--- src/rtl/prio_arb_pkg.sv ---
// prio_arb_pkg: shared types and helpers for the priority/preemptive arbiter.
//   arb_state_t  - arbiter state encoding (also the bit index into mstate)
//   MS_*         - one-hot bit positions of mstate
//   id_width     - width of a grant id able to encode "none" plus n masters
//   idx_width    - width of an index over 0..n-1 (at least one bit)
//   grant_encode - master index -> grant id (index+1), 0 when no owner
package prio_arb_pkg;

    typedef enum logic [1:0] {
        ST_IDLE    = 2'd0,
        ST_OWN_HP  = 2'd1,
        ST_OWN_LP  = 2'd2,
        ST_PREEMPT = 2'd3
    } arb_state_t;

    localparam int unsigned MS_IDLE    = 0;
    localparam int unsigned MS_OWN_HP  = 1;
    localparam int unsigned MS_OWN_LP  = 2;
    localparam int unsigned MS_PREEMPT = 3;

    function automatic int unsigned id_width(input int unsigned n_masters);
        return $clog2(n_masters + 1);
    endfunction

    function automatic int unsigned idx_width(input int unsigned n);
        return (n > 1) ? $clog2(n) : 1;
    endfunction

    function automatic int unsigned grant_encode(input logic valid, input int unsigned idx);
        return valid ? idx + 1 : 0;
    endfunction

endpackage

--- src/rtl/prio_preempt_arbiter_rr_pick.sv ---
// rr_pick: combinational round-robin picker.
//   pend  - pending bits of the round-robin masters (bit j = master j+1)
//   ptr   - position at which the search starts
//   valid - some bit of pend is set
//   idx   - first set position found searching cyclically from ptr
module rr_pick #(
    parameter int unsigned WIDTH = 2,
    parameter int unsigned IDX_W = 1
) (
    input  logic [WIDTH-1:0] pend,
    input  logic [IDX_W-1:0] ptr,
    output logic             valid,
    output logic [IDX_W-1:0] idx
);

    always_comb begin
        valid = 1'b0;
        idx   = '0;
        for (int unsigned k = 0; k < WIDTH; k++) begin
            int unsigned      pos;
            logic [WIDTH-1:0] sh;
            pos = (32'(ptr) + k) % WIDTH;
            sh  = pend >> pos;
            if (!valid && sh[0]) begin
                valid = 1'b1;
                idx   = IDX_W'(pos);
            end
        end
    end

endmodule

--- src/rtl/prio_preempt_arbiter.sv ---
// prio_preempt_arbiter: N-master bus arbiter. Master 0 owns indefinitely from
// idle and can preempt a round-robin owner for a bounded time; masters 1..N-1
// share the bus round-robin with a bounded slice, and a preempted owner
// resumes its remaining slice.
//   clk, reset    - clock, synchronous active-high reset
//   req, done     - one-cycle request / release pulses, one bit per master
//   grant_id      - 0 = no owner, k = master k-1
//   grant_oh      - one-hot owner (all zero when none)
//   mstate        - one-hot {PREEMPT, OWN_LP, OWN_HP, IDLE}
//   nb_interrupts - saturating count of preemptions
module prio_preempt_arbiter
    import prio_arb_pkg::*;
#(
    parameter int unsigned N_MASTERS   = 3,
    parameter int unsigned SLICE       = 2,
    parameter int unsigned PREEMPT_MAX = 2,
    parameter int unsigned CNT_W       = 16
) (
    input  logic                           clk,
    input  logic                           reset,
    input  logic [N_MASTERS-1:0]           req,
    input  logic [N_MASTERS-1:0]           done,
    output logic [$clog2(N_MASTERS+1)-1:0] grant_id,
    output logic [N_MASTERS-1:0]           grant_oh,
    output logic [3:0]                     mstate,
    output logic [CNT_W-1:0]               nb_interrupts
);

    localparam int unsigned ID_W  = id_width(N_MASTERS);
    localparam int unsigned IDX_W = idx_width(N_MASTERS);
    localparam int unsigned LP_N  = N_MASTERS - 1;
    localparam int unsigned SL_W  = idx_width(SLICE);
    localparam int unsigned PC_W  = idx_width(PREEMPT_MAX);

    arb_state_t           state, nxt_state;
    logic [IDX_W-1:0]     owner, nxt_owner;
    logic [IDX_W-1:0]     saved_owner, nxt_saved_owner;
    logic [SL_W-1:0]      slice_cnt, nxt_slice;
    logic [SL_W-1:0]      saved_slice, nxt_saved_slice;
    logic [PC_W-1:0]      preempt_cnt, nxt_pc;
    logic [IDX_W-1:0]     rr_ptr, nxt_ptr;
    logic [CNT_W-1:0]     nb_cnt, nxt_nb;
    logic [N_MASTERS-1:0] pending, pend_upd;

    logic [N_MASTERS-1:0] owner_oh;
    logic [N_MASTERS-1:0] req_eff;
    logic [N_MASTERS-1:0] arb_pend;
    logic [N_MASTERS-1:0] grant_mask;
    logic                 own_lp, done_own, release_lp;
    logic                 do_arb, grant_now;
    logic                 lp_valid;
    logic [IDX_W-1:0]     lp_idx;

    for (genvar g = 0; g < N_MASTERS; g++) begin : g_oh
        assign owner_oh[g]   = (state != ST_IDLE) && (owner == IDX_W'(g));
        assign grant_mask[g] = grant_now && (nxt_owner == IDX_W'(g));
    end

    assign own_lp     = (state == ST_OWN_LP);
    assign done_own   = |(done & owner_oh);
    assign release_lp = own_lp && (done_own || (slice_cnt == '0));

    // The owner's own req is dropped unless it arrives with its done (that
    // illegal pair still records the request). Master 0's req means nothing
    // while it already holds the bus.
    always_comb begin
        req_eff = req & ~(owner_oh & ~done);
        if (state == ST_OWN_HP || state == ST_PREEMPT) begin
            req_eff[0] = 1'b0;
        end
    end

    // A releasing owner is never re-granted at its own release edge.
    assign arb_pend = (pending | req_eff) & ~owner_oh;

    rr_pick #(
        .WIDTH (LP_N),
        .IDX_W (IDX_W)
    ) u_rr_pick (
        .pend  (arb_pend[N_MASTERS-1:1]),
        .ptr   (rr_ptr),
        .valid (lp_valid),
        .idx   (lp_idx)
    );

    always_comb begin
        nxt_state       = state;
        nxt_owner       = owner;
        nxt_saved_owner = saved_owner;
        nxt_slice       = slice_cnt;
        nxt_saved_slice = saved_slice;
        nxt_pc          = preempt_cnt;
        nxt_ptr         = rr_ptr;
        nxt_nb          = nb_cnt;
        pend_upd        = pending | req_eff;
        do_arb          = 1'b0;
        grant_now       = 1'b0;

        unique case (state)
            ST_IDLE: do_arb = 1'b1;
            ST_OWN_HP: do_arb = done[0];
            ST_OWN_LP: begin
                if (release_lp) begin
                    do_arb = 1'b1;
                end else if (req[0]) begin
                    // The current cycle was an owned cycle, so the slice
                    // resumed later is the already-decremented count.
                    nxt_state       = ST_PREEMPT;
                    nxt_saved_owner = owner;
                    nxt_saved_slice = slice_cnt - 1'b1;
                    nxt_owner       = '0;
                    nxt_pc          = PC_W'(PREEMPT_MAX - 1);
                    pend_upd[0]     = pending[0];
                    if (nb_cnt != '1) begin
                        nxt_nb = nb_cnt + 1'b1;
                    end
                end else begin
                    nxt_slice = slice_cnt - 1'b1;
                end
            end
            ST_PREEMPT: begin
                if (done[0] || preempt_cnt == '0) begin
                    nxt_state = ST_OWN_LP;
                    nxt_owner = saved_owner;
                    nxt_slice = saved_slice;
                end else begin
                    nxt_pc = preempt_cnt - 1'b1;
                end
            end
            default: nxt_state = ST_IDLE;
        endcase

        if (do_arb) begin
            if (arb_pend[0]) begin
                grant_now = 1'b1;
                nxt_state = ST_OWN_HP;
                nxt_owner = '0;
            end else if (lp_valid) begin
                grant_now = 1'b1;
                nxt_state = ST_OWN_LP;
                nxt_owner = lp_idx + 1'b1;
                nxt_slice = SL_W'(SLICE - 1);
                nxt_ptr   = (lp_idx == IDX_W'(LP_N - 1)) ? '0 : lp_idx + 1'b1;
            end else begin
                nxt_state = ST_IDLE;
                nxt_owner = '0;
            end
        end
    end

    always_ff @(posedge clk) begin
        if (reset) begin
            state       <= ST_IDLE;
            owner       <= '0;
            saved_owner <= '0;
            slice_cnt   <= '0;
            saved_slice <= '0;
            preempt_cnt <= '0;
            rr_ptr      <= '0;
            nb_cnt      <= '0;
            pending     <= '0;
        end else begin
            state       <= nxt_state;
            owner       <= nxt_owner;
            saved_owner <= nxt_saved_owner;
            slice_cnt   <= nxt_slice;
            saved_slice <= nxt_saved_slice;
            preempt_cnt <= nxt_pc;
            rr_ptr      <= nxt_ptr;
            nb_cnt      <= nxt_nb;
            pending     <= pend_upd & ~grant_mask;
        end
    end

    assign grant_id      = ID_W'(grant_encode(state != ST_IDLE, 32'(owner)));
    assign grant_oh      = owner_oh;
    assign nb_interrupts = nb_cnt;

    always_comb begin
        mstate             = '0;
        mstate[MS_IDLE]    = (state == ST_IDLE);
        mstate[MS_OWN_HP]  = (state == ST_OWN_HP);
        mstate[MS_OWN_LP]  = (state == ST_OWN_LP);
        mstate[MS_PREEMPT] = (state == ST_PREEMPT);
    end

endmodule
--- config.mk ---
export PLATFORM = sky130hd
export DESIGN_NAME = prio_preempt_arbiter
export DESIGN_NICKNAME = d
export VERILOG_FILES = /design/src/rtl/prio_arb_pkg.sv /design/src/rtl/prio_preempt_arbiter_rr_pick.sv /design/src/rtl/prio_preempt_arbiter.sv
export SDC_FILE = /design/constraint.sdc
export NUM_CORES = 1
export LEC_CHECK = 0
export BUFFER_PORTS_ARGS = -buffer_cell sky130_fd_sc_hd__clkbuf_2
export CORE_MARGIN = 2
export CORE_UTILIZATION = 51
export CTS_BUF_LIST = sky130_fd_sc_hd__clkbuf_4
export CTS_CLUSTER_SIZE = 20
export DETAILED_ROUTE_END_ITERATION = 7
export PLACE_DENSITY = 0.77
export SKIP_CTS_REPAIR_TIMING = 1
export SYNTH_ARGS = -nofsm -noshare
export SYNTH_HDL_FRONTEND = slang
export SYNTH_SLANG_ARGS = --single-unit
--- constraint.sdc ---
create_clock -name clk -period 2.8 [get_ports clk]
set_input_delay 0.42 -clock clk [delete_from_list [all_inputs] [get_ports clk]]
set_output_delay 0.42 -clock clk [all_outputs]
set_load 0.005 [all_outputs]
==> flow_summary.rst, run 1 <==
.. list-table::
   :header-rows: 1

   * - Metric
     - Value
   * - Status
     - finished clean
   * - Non-filler cells in the finished layout
     - 292
   * - Total number of placement rows
     - 21
   * - Fraction of final layout cells sized beyond drive strength 1
     - 19.11%
   * - Post-Synthesis Mean Instance Area
     - 8.243 sq um
   * - Routed via count divided by cell count
     - 6.038
   * - Count of routing violations after the opening detailed-route iteration
     - 138
   * - Met1 routing resource usage after global routing
     - 31.10%
   * - Min-delay src
     - saved_owner[0]
   * - Top-level port count
     - 33
   * - Cell total after placement
     - 284
   * - Global routing usage on met3
     - 5.000%
   * - Synth top area cells
     - sky130_fd_sc_hd__dfxtp_1 33%, sky130_fd_sc_hd__nor2b_1 4.9%, sky130_fd_sc_hd__a21oi_1 4.8%
   * - Pwr Density
     - 737.7 nW/um^2
   * - CTS tree
     - yes
   * - Leakage power figure
     - 0.7967 nW
   * - Warnings from Yosys
     - 0
   * - Reg-to-reg setup timing slack
     - 0.57 ns
   * - Capturing point of the worst reg2reg path
     - nb_interrupts[4]
   * - Post-Synthesis Cell Area
     - 1780 sq um
   * - Switching power of the nets
     - 579.4 uW
   * - CTS Buf Count
     - 5
   * - Routed WL per cell
     - 14.09 microns
   * - Layout area overhead
     - 14.48%
   * - Starting density of the core
     - 53.36%
   * - Antenna violations before repair
     - 0
   * - Worst R2R Start
     - owner[0]
   * - Y dimension of the die
     - 63.09 microns
   * - Relative contribution of sequential cells to total power
     - 37.0%
   * - Gate power share
     - 39.9%
   * - Global Route met2 Usage
     - 30.59%
   * - Largest fanout of any net on the critical path
     - 25
   * - Setup tns final
     - 0 ns
   * - Number of flops mapped to enable cells by yosys
     - 0
   * - Clk Latency, worst-skew pair
     - 0.33 ns
   * - Synth Flop Type
     - sky130_fd_sc_hd__dfxtp_1
   * - Antenna viol nets, final
     - 0
   * - Kind of path behind the tightest hold check
     - flip-flop to flip-flop
   * - RSZ-0062 raised after global routing
     - no
   * - Buffer type at the clock tree root
     - sky130_fd_sc_hd__clkbuf_4
   * - Post-route core utilization
     - 61.08%
   * - TritonRoute pass-1 iters
     - 4
   * - Share of the clock period used by the worst path after layout
     - 79.48%
   * - Flip-flop and latch count after synthesis
     - 29
   * - Final net count
     - 257
   * - Maximum number of pins on one net before global-route repair
     - 37
   * - Switching share of power
     - 38.53%
   * - Area share of the largest cell type after synthesis
     - 32.61%
   * - Post-CTS clock slew at the launch and capture registers of the worst setup and hold paths
     - 0.10 ns
   * - Sequential cell area fraction in the yosys report
     - 32.61%
   * - Max_cap viols
     - 0
   * - Number of vias after detailed routing
     - 1763
   * - Post-DP HPWL
     - 2872 microns
   * - Die width
     - 63.09 microns
   * - Kind of start point of the critical path
     - flip-flop
   * - Clock share of power
     - 23.1%
   * - Port-buffer cells
     - 32
   * - Crit path DAT
     - 2.48 ns
   * - Clock tree buffer depth
     - 2
   * - Total DRC errors in the routed layout
     - 0
   * - Synth cell count leaders
     - 29 x sky130_fd_sc_hd__dfxtp_1, 17 x sky130_fd_sc_hd__a21oi_1, 14 x sky130_fd_sc_hd__nor2b_1
   * - Design internal power
     - 924.2 uW
   * - Crit path capture type
     - flip-flop
   * - Routability-driven placement congestion ratio
     - 0.8594
   * - Achievable Freq
     - 449.4 MHz
   * - Number of setup violations in the final report
     - 0
   * - Library cell with the highest instance count after synthesis
     - sky130_fd_sc_hd__dfxtp_1
   * - Total clock sinks
     - 29
   * - Via count of the first global-routing pass
     - 1529
   * - Type of the worst setup path
     - flip-flop to flip-flop
   * - End point of the most critical hold path
     - saved_owner[0]
   * - Clock skew after layout
     - 0.003723 ns
   * - Area of the core region
     - 3337 sq um
   * - Hold Fails Final Rpt
     - 0
   * - Worst rel slew slack
     - 51.88%
   * - IR Drop Worst-Case VDD
     - 0.4844 mV
   * - Instance count along the most critical hold path
     - 2
   * - Slew at the pin with the worst max-slew slack
     - 0.7218 ns
   * - Full die area
     - 3980 sq um
   * - Cell type with the largest total area after synthesis
     - sky130_fd_sc_hd__dfxtp_1
   * - Global-route wire length before repair
     - 6913 microns
   * - Number of levels in the clock H-tree
     - 2
   * - Period minus WS final
     - 2.225 ns
   * - Final Max Tran Viols
     - 0
   * - All-Layer GR Usage
     - 21.53%
   * - Number of library cell types mapped by synthesis
     - 49
   * - Global route total overflow
     - 0
   * - Number of standard cells after synthesis
     - 216
   * - Cells on worst reg2reg path
     - 7
   * - Required @ worst endpoint
     - 3.06 ns
   * - Highest-utilization routing layer at the global route stage
     - met1
   * - Ant. Diodes
     - 0
   * - Final Routed Wirelength
     - 4114 microns
   * - Post-synthesis async set-or-reset flop share
     - 0%
   * - Syn Nets
     - 228
[how the worst max path moves through the flow]
stage,from,endpoint,slack [ns],cells after the start
3_5_place_dp,owner[0],nb_interrupts[15],0.59,7
5_1_grt,owner[0],nb_interrupts[4],0.41,7
3_3_place_gp,owner[0],nb_interrupts[10],0.68,7
4_1_cts,owner[0],nb_interrupts[4],0.59,7
6_report,owner[0],nb_interrupts[4],0.57,7
2_1_floorplan,owner[0],nb_interrupts[10],0.73,7
[worst max-delay path, stage by stage, from the launching register on]
cell and delay, ns:
sky130_fd_sc_hd__dfxtp_1 0.43, sky130_fd_sc_hd__inv_1 0.11, sky130_fd_sc_hd__ha_1 0.27, sky130_fd_sc_hd__a222oi_1 0.35, sky130_fd_sc_hd__nand2_1 0.08, sky130_fd_sc_hd__buf_4 0.22
sky130_fd_sc_hd__or4_1 0.52, sky130_fd_sc_hd__a21oi_1 0.16
[metal layers]
metal / wire (microns) / share of wire (%)
met1: 1949 / 47
met2: 1732 / 42
met3: 355 / 8.6
met4: 77 / 1.9
met5: 0 / 0
[cell families after synthesis]
kind of cell	share of synthesized area [%]
adders and majority gates	2.811
DFF	32.61
AOI/OAI and AO/OA	24.95
buffers and inverters	6.184
and+or+nand+nor	29.66
muxes	3.795
[state kept, by name, summed over array words and instances (netlist names), 2 cells and up]
signal	cells
nb_interrupts	16
pending	3
state	2
saved_owner	2
owner	2
[per-stage QoR]
stage	setup WS, ns	hold WS (ns)	instance area [sq um]	power [mW]
after floorplan	0.7292	0.4371	1780	0.9846
after global placement	0.6803	0.4576	1959	1.147
after detailed placement	0.5949	0.4513	1959	1.151
after CTS	0.5891	0.4652	2038	1.499
after global routing	0.4148	0.4759	2038	1.597
final	0.5747	0.4629	2038	1.504
[cell type report]
| cell class | count | area [sq um] |
|---|---|---|
| clock buffers | 6 | 45.04 |
| clock inverters | 2 | 33.78 |
| fillers | 319 | 1299 |
| inverters | 11 | 41.29 |
| multi-input cells | 162 | 1090 |
| flip-flops and latches | 29 | 580.6 |
| well taps | 46 | 57.56 |
| repair buffers | 36 | 190.2 |
[placed cells by master, fill, tap and decap left out, types with 6 or more instances in the layout]
master and instances:
sky130_fd_sc_hd__o31ai_1 6, sky130_fd_sc_hd__nand2_1 13, sky130_fd_sc_hd__nand3_1 8, sky130_fd_sc_hd__nor2b_1 14, sky130_fd_sc_hd__o21ai_0 6, sky130_fd_sc_hd__clkbuf_2 32, sky130_fd_sc_hd__dfxtp_1 29, sky130_fd_sc_hd__inv_1 10
sky130_fd_sc_hd__nor2_1 11, sky130_fd_sc_hd__or4_1 7, sky130_fd_sc_hd__mux2_1 6, sky130_fd_sc_hd__nand4_1 6, sky130_fd_sc_hd__a21oi_1 17, sky130_fd_sc_hd__clkbuf_4 6, sky130_fd_sc_hd__o21ai_1 6
[power groups by stage]
stage               clock network (mW)  logic, mW  registers, mW
finish                           0.348      0.599          0.556
CTS                              0.354      0.592          0.553
floorplan                            0      0.477          0.508
detailed placement                   0      0.589          0.562
global route                     0.377      0.654          0.566
global placement                     0      0.586          0.561
Note: power is estimated with default switching activity, not from simulation.
==> run 2: changes to the inputs <==
--- a/config.mk
+++ b/config.mk
@@ -5,6 +5,7 @@
 export SDC_FILE = /design/constraint.sdc
 export NUM_CORES = 1
 export LEC_CHECK = 0
+export ABC_AREA = 1
 export BUFFER_PORTS_ARGS = -buffer_cell sky130_fd_sc_hd__clkbuf_2
 export CORE_MARGIN = 2
 export CORE_UTILIZATION = 51
==> constraint.sdc (replaced) <==
create_clock -name clk -period 2.2 [get_ports clk]
set_input_delay 0.33 -clock clk [delete_from_list [all_inputs] [get_ports clk]]
set_output_delay 0.33 -clock clk [all_outputs]
set_load 0.005 [all_outputs]
==> run 2 against run 1 <==
Hold slack got worse by 0.13 ns. Cell area grew 2.9%. Clock skew grew 0.0047 ns. Sequential cell count is the same. Register-to-register slack lost 0.22 ns. Core utilization fell by 2.9 points. Critical endpoint is now grant_oh[1]. Largest cell class unchanged. Largest power group unchanged. Highest routed layer unchanged.
==> flow_summary.rst, run 2 <==
.. list-table::
   :header-rows: 1

   * - Metric
     - Value
   * - Sequential cell area fraction in the yosys report
     - 30.79% (-1.8 points)
   * - Area of the core region
     - 3606 sq um (+8.1%)
   * - Synth Flop Type
     - sky130_fd_sc_hd__dfxtp_1
   * - IR Drop Worst-Case VDD
     - 0.4669 mV (-3.6%)
   * - Routed via count divided by cell count
     - 5.101 (-16%)
   * - Routability-driven placement congestion ratio
     - 0.8915 (+3.7%)
   * - CTS Buf Count
     - 5 (unchanged)
   * - Library cell with the highest instance count after synthesis
     - sky130_fd_sc_hd__nand2_1
   * - Die width
     - 64.81 microns (+2.7%)
   * - Worst R2R Start
     - state[0]
   * - Number of standard cells after synthesis
     - 267 (+24%)
   * - Maximum number of pins on one net before global-route repair
     - 27 (-27%)
   * - Synth cell count leaders
     - 64 x sky130_fd_sc_hd__nand2_1, 32 x sky130_fd_sc_hd__a21oi_1, 29 x sky130_fd_sc_hd__dfxtp_1, 29 x sky130_fd_sc_hd__nand3_1
   * - Final-layout fill cell count
     - 367 (+15%)
   * - Post-route core utilization
     - 58.19% (-2.9 points)
   * - Clock tree buffer depth
     - 2 (unchanged)
   * - Total number of placement rows
     - 22 (+4.8%)
   * - Ant. Diodes
     - 0 (unchanged)
   * - Total DRC errors in the routed layout
     - 0 (unchanged)
   * - RSZ-0062 raised after global routing
     - no
   * - Syn Nets
     - 279 (+22%)
   * - Kind of start point of the critical path
     - flip-flop
   * - Max reg flops
     - 16 (unchanged)
   * - Starting density of the core
     - 52.29% (-1.1 points)
   * - Count of routing violations after the opening detailed-route iteration
     - 158 (+14%)
   * - Post-CTS clock slew at the launch and capture registers of the worst setup and hold paths
     - 0.09 ns (about the same)
   * - Fraction of final layout cells sized beyond drive strength 1
     - 21.07% (+2.0 points)
   * - Flip-flop and latch count after synthesis
     - 29 (unchanged)
   * - Share of the clock period used by the worst path after layout
     - 84.53%
   * - CTS tree
     - yes
   * - Reg-to-reg setup timing slack
     - 0.35 ns (-0.22 ns)
   * - Required @ worst endpoint
     - 1.87 ns (-1.19 ns)
   * - All-Layer GR Usage
     - 22.00% (+0.47 points)
   * - Hold slack
     - 0.3331 ns (-0.1299 ns)
   * - Buffer type at the clock tree root
     - sky130_fd_sc_hd__clkbuf_4
   * - Crit path DAT
     - 1.53 ns (-0.95 ns)
   * - Worst rel slew slack
     - 61.48% (+9.6 points)
   * - Total clock sinks
     - 29 (unchanged)
   * - Post-Synthesis Mean Instance Area
     - 7.062 sq um (-14%)
   * - Top-level port count
     - 33 (unchanged)
   * - Pwr Density
     - 926.9 nW/um^2 (+26%)
   * - Clk Latency, worst-skew pair
     - 0.32 ns (about the same)
   * - TritonRoute pass-1 iters
     - 4 (unchanged)
   * - Antenna violations before repair
     - 0 (unchanged)
   * - Post-synthesis async set-or-reset flop share
     - 0% (unchanged)
   * - Period minus WS final
     - 1.860 ns
   * - Number of setup violations in the final report
     - 0 (unchanged)
   * - Hold Fails Final Rpt
     - 0 (unchanged)
   * - Port-buffer cells
     - 32 (unchanged)
   * - Full die area
     - 4200 sq um (+5.5%)
   * - Launching element of the worst setup path
     - state[0]
   * - Global route total overflow
     - 0 (unchanged)
   * - Warnings from Yosys
     - 0 (unchanged)
   * - Number of levels in the clock H-tree
     - 2 (unchanged)
   * - Status
     - finished clean
   * - Setup tns final
     - 0 ns (unchanged)
   * - Antenna viol nets, final
     - 0 (unchanged)
   * - Routed WL per cell
     - 11.86 microns (-16%)
   * - Synth top area cells
     - sky130_fd_sc_hd__dfxtp_1 31%, sky130_fd_sc_hd__nand2_1 13%, sky130_fd_sc_hd__a21oi_1 8.5%
   * - Global-route wire length before repair
     - 7362 microns (+6.5%)
   * - Post-Synthesis Cell Area
     - 1886 sq um (+5.9%)
   * - Number of flops mapped to enable cells by yosys
     - 0 (unchanged)
   * - Final Max Tran Viols
     - 0 (unchanged)
   * - Overall power
     - 1.945 mW (+29%)
   * - Via count of the first global-routing pass
     - 1661 (+8.6%)
   * - Final Routed Wirelength
     - 4114 microns (unchanged)
   * - Slew at the pin with the worst max-slew slack
     - 0.5770 ns (-0.1448 ns)
   * - Number of vias after detailed routing
     - 1770 (+0.40%)
   * - Clock skew after layout
     - 0.008432 ns (+0.004710 ns)
   * - Most frequent cells in the layout
     - 64 x sky130_fd_sc_hd__nand2_1, 32 x sky130_fd_sc_hd__a21oi_1, 32 x sky130_fd_sc_hd__clkbuf_2
   * - Crit path capture type
     - output pin
   * - Post-DP HPWL
     - 3127 microns (+8.9%)
   * - Type of the worst setup path
     - flip-flop to output pin
   * - Cell type with the largest total area after synthesis
     - sky130_fd_sc_hd__dfxtp_1
   * - Layout area overhead
     - 11.28%
   * - Largest fanout of any net on the critical path
     - 8 (-68%)
   * - Area share of the largest cell type after synthesis
     - 30.79% (-1.8 points)
   * - Capturing instance or port of the critical path
     - grant_oh[1]
   * - Capturing point of the worst reg2reg path
     - pending[2]
   * - Leakage power figure
     - 0.9216 nW (+16%)
   * - Achievable Freq
     - 537.7 MHz
   * - Cells on worst reg2reg path
     - 9 (+2)
   * - Kind of path behind the tightest hold check
     - input port to flip-flop
   * - Most common library cell in the layout ignoring fill and taps
     - sky130_fd_sc_hd__nand2_1
   * - Number of library cell types mapped by synthesis
     - 31 (-37%)
   * - Max_cap viols
     - 0 (unchanged)
   * - Y dimension of the die
     - 64.81 microns (+2.7%)
   * - Final net count
     - 311 (+21%)
## run 2: worst max-delay path, stage by stage, from the launching register on
cell                       delay, ns
sky130_fd_sc_hd__dfxtp_1        0.70
sky130_fd_sc_hd__inv_2          0.14
sky130_fd_sc_hd__nand2_4        0.13
sky130_fd_sc_hd__nand2_1        0.09
sky130_fd_sc_hd__inv_1          0.06
sky130_fd_sc_hd__clkbuf_2       0.10
## run 2: power by group
group	switching [mW]	internal (mW)	total, mW
combinational	0.596	0.333	0.929
clock	0.178	0.128	0.306
sequential	0.108	0.602	0.710
total	0.882	1.06	1.94
## run 2: cell type report
class / count / area, sq um / share of cell area (%)
inverter: 29 / 116.4 / 5.546
multi-input combinational: 200 / 1117 / 53.25
tap: 48 / 60.06 / 2.862
clock buffer: 6 / 45.04 / 2.147
clock inverter: 1 / 3.754 / 0.1789
timing repair buffer: 34 / 175.2 / 8.348
sequential: 29 / 580.6 / 27.67
## run 2: layer usage
layer,up-vias,wire (microns),global-route usage [%]
li1,927,-,-
met1,800,2042,30.10
met2,38,1828,34.92
met3,5,187,3.819
met4,0,56,7.447
met5,-,0,0
## run 2: kinds of logic after synthesis
| kind of cell | count (synthesis) | synth area share (%) |
|---|---|---|
| compound gates | 39 | 11.08 |
| xor+xnor | 14 | 6.503 |
| fa+ha+maj | 4 | 2.654 |
| buf+inv | 38 | 9.953 |
| flops | 29 | 30.79 |
| simple gates | 143 | 39.02 |
## run 2: how the worst min path moves through the flow
stage	start	endpoint	slack, ns	depth (start not counted)
after floorplan	saved_slice	saved_slice	0.43	2
after global placement	saved_slice	saved_slice	0.45	2
after detailed placement	saved_slice	saved_slice	0.46	2
after CTS	req[2]	pending[2]	0.33	5
after global routing	req[2]	pending[2]	0.38	5
final	req[2]	pending[2]	0.33	5
## run 2: per-stage QoR
stage / instance area, sq um / instances / setup slack, ns
after CTS: 2098 / 347 / 0.3319
after global routing: 2098 / 347 / 0.1985
final: 2098 / 347 / 0.3403
after detailed placement: 2049 / 340 / 0.3596
after floorplan: 1886 / 267 / 0.6780
after global placement: 2049 / 340 / 0.3744
==> run 3: changes to the inputs <==
--- a/config.mk
+++ b/config.mk
@@ -5,7 +5,7 @@
 export SDC_FILE = /design/constraint.sdc
 export NUM_CORES = 1
 export LEC_CHECK = 0
-export ABC_AREA = 1
+export ABC_AREA = 0
 export BUFFER_PORTS_ARGS = -buffer_cell sky130_fd_sc_hd__clkbuf_2
 export CORE_MARGIN = 2
 export CORE_UTILIZATION = 51
==> constraint.sdc (replaced) <==
create_clock -name clk -period 1.8 [get_ports clk]
set_input_delay 0.27 -clock clk [delete_from_list [all_inputs] [get_ports clk]]
set_output_delay 0.27 -clock clk [all_outputs]
set_load 0.005 [all_outputs]
==> run 3 against run 2 <==
The flow now finishes with violations (setup timing). Cell count is 7.8% lower. Clock power is 45% higher. Sequential power up 17%. Core utilization grew 14 points. Cell area rose by 15%. Largest power group unchanged. Highest routed layer unchanged.
==> flow_summary.rst, run 3 (synthesis results as in run 1) <==
.. list-table::
   :header-rows: 1

   * - Metric
     - Value
   * - Status
     - finished with violations
   * - Failing checks
     - setup timing
   * - Largest fanout of any net on the critical path
     - 6 (-2)
   * - Type of the worst setup path
     - flip-flop to flip-flop
   * - Min-delay src
     - req[2]
   * - Required @ worst endpoint
     - 2.03 ns (+0.16 ns)
   * - Y dimension of the die
     - 63.09 microns (-2.7%)
   * - Layout area overhead
     - 35.42%
   * - Clock tree buffer depth
     - 2 (unchanged)
   * - Area of the core region
     - 3337 sq um (-7.5%)
   * - Cells on worst reg2reg path
     - 7 (-2)
   * - Full die area
     - 3980 sq um (-5.2%)
   * - Total clock sinks
     - 29 (unchanged)
   * - Number of setup violations in the final report
     - 17 (+17)
   * - Leakage power figure
     - 0.9759 nW (+5.9%)
   * - Worst Setup Slack, final
     - -0.2521 ns (-0.5924 ns)
   * - IR Drop Worst-Case VDD
     - 0.7411 mV (+59%)
   * - Achievable Freq
     - 487.3 MHz
   * - Via count of the first global-routing pass
     - 1632 (-1.7%)
   * - Worst rel slew slack
     - 58.06% (-3.4 points)
   * - Final net count
     - 285 (-8.4%)
   * - Pwr Density
     - 1076 nW/um^2 (+16%)
   * - Number of vias after detailed routing
     - 1882 (+6.3%)
   * - Post-CTS clock slew at the launch and capture registers of the worst setup and hold paths
     - 0.10 ns (about the same)
   * - Clock skew after layout
     - 0.01780 ns (+0.009371 ns)
   * - Number of levels in the clock H-tree
     - 2 (unchanged)
   * - Routed WL per cell
     - 15.03 microns (+27%)
   * - TritonRoute pass-1 iters
     - 4 (unchanged)
   * - Hold Fails Final Rpt
     - 0 (unchanged)
   * - Period minus WS final
     - 2.052 ns
   * - Reg-to-reg setup timing slack
     - -0.25 ns (-0.60 ns)
   * - Buffer type at the clock tree root
     - sky130_fd_sc_hd__clkbuf_4
   * - Max reg flops
     - 16 (unchanged)
   * - Share of the clock period used by the worst path after layout
     - 114.0%
   * - Die width
     - 63.09 microns (-2.7%)
   * - Final Routed Wirelength
     - 4808 microns (+17%)
   * - Ant. Diodes
     - 0 (unchanged)
   * - Crit path DAT
     - 2.28 ns (+0.75 ns)
   * - Kind of start point of the critical path
     - flip-flop
   * - Kind of path behind the tightest hold check
     - input port to flip-flop
   * - Count of routing violations after the opening detailed-route iteration
     - 100 (-37%)
   * - Top-level port count
     - 33 (unchanged)
   * - Instance count along the most critical hold path
     - 4 (-1)
   * - Most common library cell in the layout ignoring fill and taps
     - sky130_fd_sc_hd__clkbuf_2
   * - Worst R2R Start
     - owner[0]
   * - Post-DP HPWL
     - 3279 microns (+4.9%)
   * - Antenna violations before repair
     - 0 (unchanged)
   * - Crit path capture type
     - flip-flop
   * - Post-Place Cell Area
     - 2157 sq um (+5.3%)
   * - Antenna viol nets, final
     - 0 (unchanged)
   * - Capturing point of the worst reg2reg path
     - nb_interrupts[15]
   * - Final Max Tran Viols
     - 0 (unchanged)
   * - Final-layout fill cell count
     - 262 (-29%)
   * - Clk Latency, worst-skew pair
     - 0.35 ns (+0.03 ns)
   * - Port-buffer cells
     - 32 (unchanged)
   * - Routability-driven placement congestion ratio
     - 0.8453 (-5.2%)
   * - RSZ-0062 raised after global routing
     - yes
   * - Max_cap viols
     - 0 (unchanged)
   * - Global route total overflow
     - 0 (unchanged)
   * - Global-route wire length before repair
     - 7652 microns (+3.9%)
   * - CTS Buf Count
     - 5 (unchanged)
   * - Maximum number of pins on one net before global-route repair
     - 28 (+3.7%)
   * - Total number of placement rows
     - 21 (-4.5%)
   * - Most frequent cells in the layout
     - 32 x sky130_fd_sc_hd__clkbuf_2, 28 x sky130_fd_sc_hd__buf_4, 27 x sky130_fd_sc_hd__dfxtp_1
   * - Dpl ws
     - -0.2231 ns (-0.5827 ns)
   * - Routed via count divided by cell count
     - 5.881 (+15%)
   * - Starting density of the core
     - 53.36% (+1.1 points)
   * - Fin area
     - 2411 sq um (+15%)
   * - Slew at the pin with the worst max-slew slack
     - 0.6292 ns (+0.05218 ns)
   * - End point of the most critical hold path
     - pending[2]
   * - CTS tree
     - yes
   * - Total DRC errors in the routed layout
     - 0 (unchanged)
   * - All-Layer GR Usage
     - 24.22% (+2.2 points)
   * - Fraction of final layout cells sized beyond drive strength 1
     - 38.32% (+17 points)
==> run 3: worst max path at each step <==
| stage | startpoint | slack, ns | to | cells after the start |
|---|---|---|---|---|
| global route | owner[0] | -0.36 | nb_interrupts[15] | 7 |
| global placement | owner[0] | -0.14 | nb_interrupts[15] | 7 |
| floorplan | owner[0] | -0.15 | nb_interrupts[15] | 7 |
| CTS | owner[1] | -0.25 | nb_interrupts[12] | 7 |
| detailed placement | owner[1] | -0.22 | nb_interrupts[12] | 7 |
| finish | owner[0] | -0.25 | nb_interrupts[15] | 7 |
==> run 3: cell type report <==
class | count | area, sq um | area share (%)
clock buffer | 8 | 60.06 | 2.491
sequential | 29 | 588.1 | 24.39
multi-input combinational | 162 | 1244 | 51.58
tap | 46 | 57.56 | 2.387
timing repair buffer | 64 | 415.4 | 17.23
inverter | 11 | 46.29 | 1.920
==> run 3: critical path: stages, from the launching register on <==
cell and delay [ns]:
sky130_fd_sc_hd__dfxtp_4 0.39, sky130_fd_sc_hd__inv_6 0.04, sky130_fd_sc_hd__ha_4 0.15, sky130_fd_sc_hd__a222oi_1 0.38, sky130_fd_sc_hd__nand2_1 0.21, sky130_fd_sc_hd__buf_6 0.19
sky130_fd_sc_hd__nor4_4 0.25, sky130_fd_sc_hd__mux2_4 0.32
==> run 3: where the power goes <==
part / internal (mW) / switching, mW
Clock: 0.201 / 0.243
Combinational: 0.626 / 0.695
Sequential: 0.742 / 0.0879
==> run 3: routing by layer <==
layer / up-vias / wire length, microns / track usage (%)
li1: 937 / - / -
met1: 871 / 2295 / 34.30
met2: 66 / 2152 / 35.77
met3: 8 / 292 / 5.357
met4: 0 / 68 / 9.167
met5: - / 0 / 0
==> run 3: stage by stage <==
step                hold slack, ns  utilization, %  instances  power (mW)  setup TNS, ns
detailed placement          0.4643           64.64        307       2.001         -2.715
CTS                         0.3508           66.44        315       2.442         -3.327
finish                      0.3456           72.25        320       2.594         -2.987
global placement            0.4601           64.64        307       1.982         -1.713
global route                0.3537           72.25        320       2.757         -5.241
floorplan                   0.4371               -        216       1.561        -0.7162
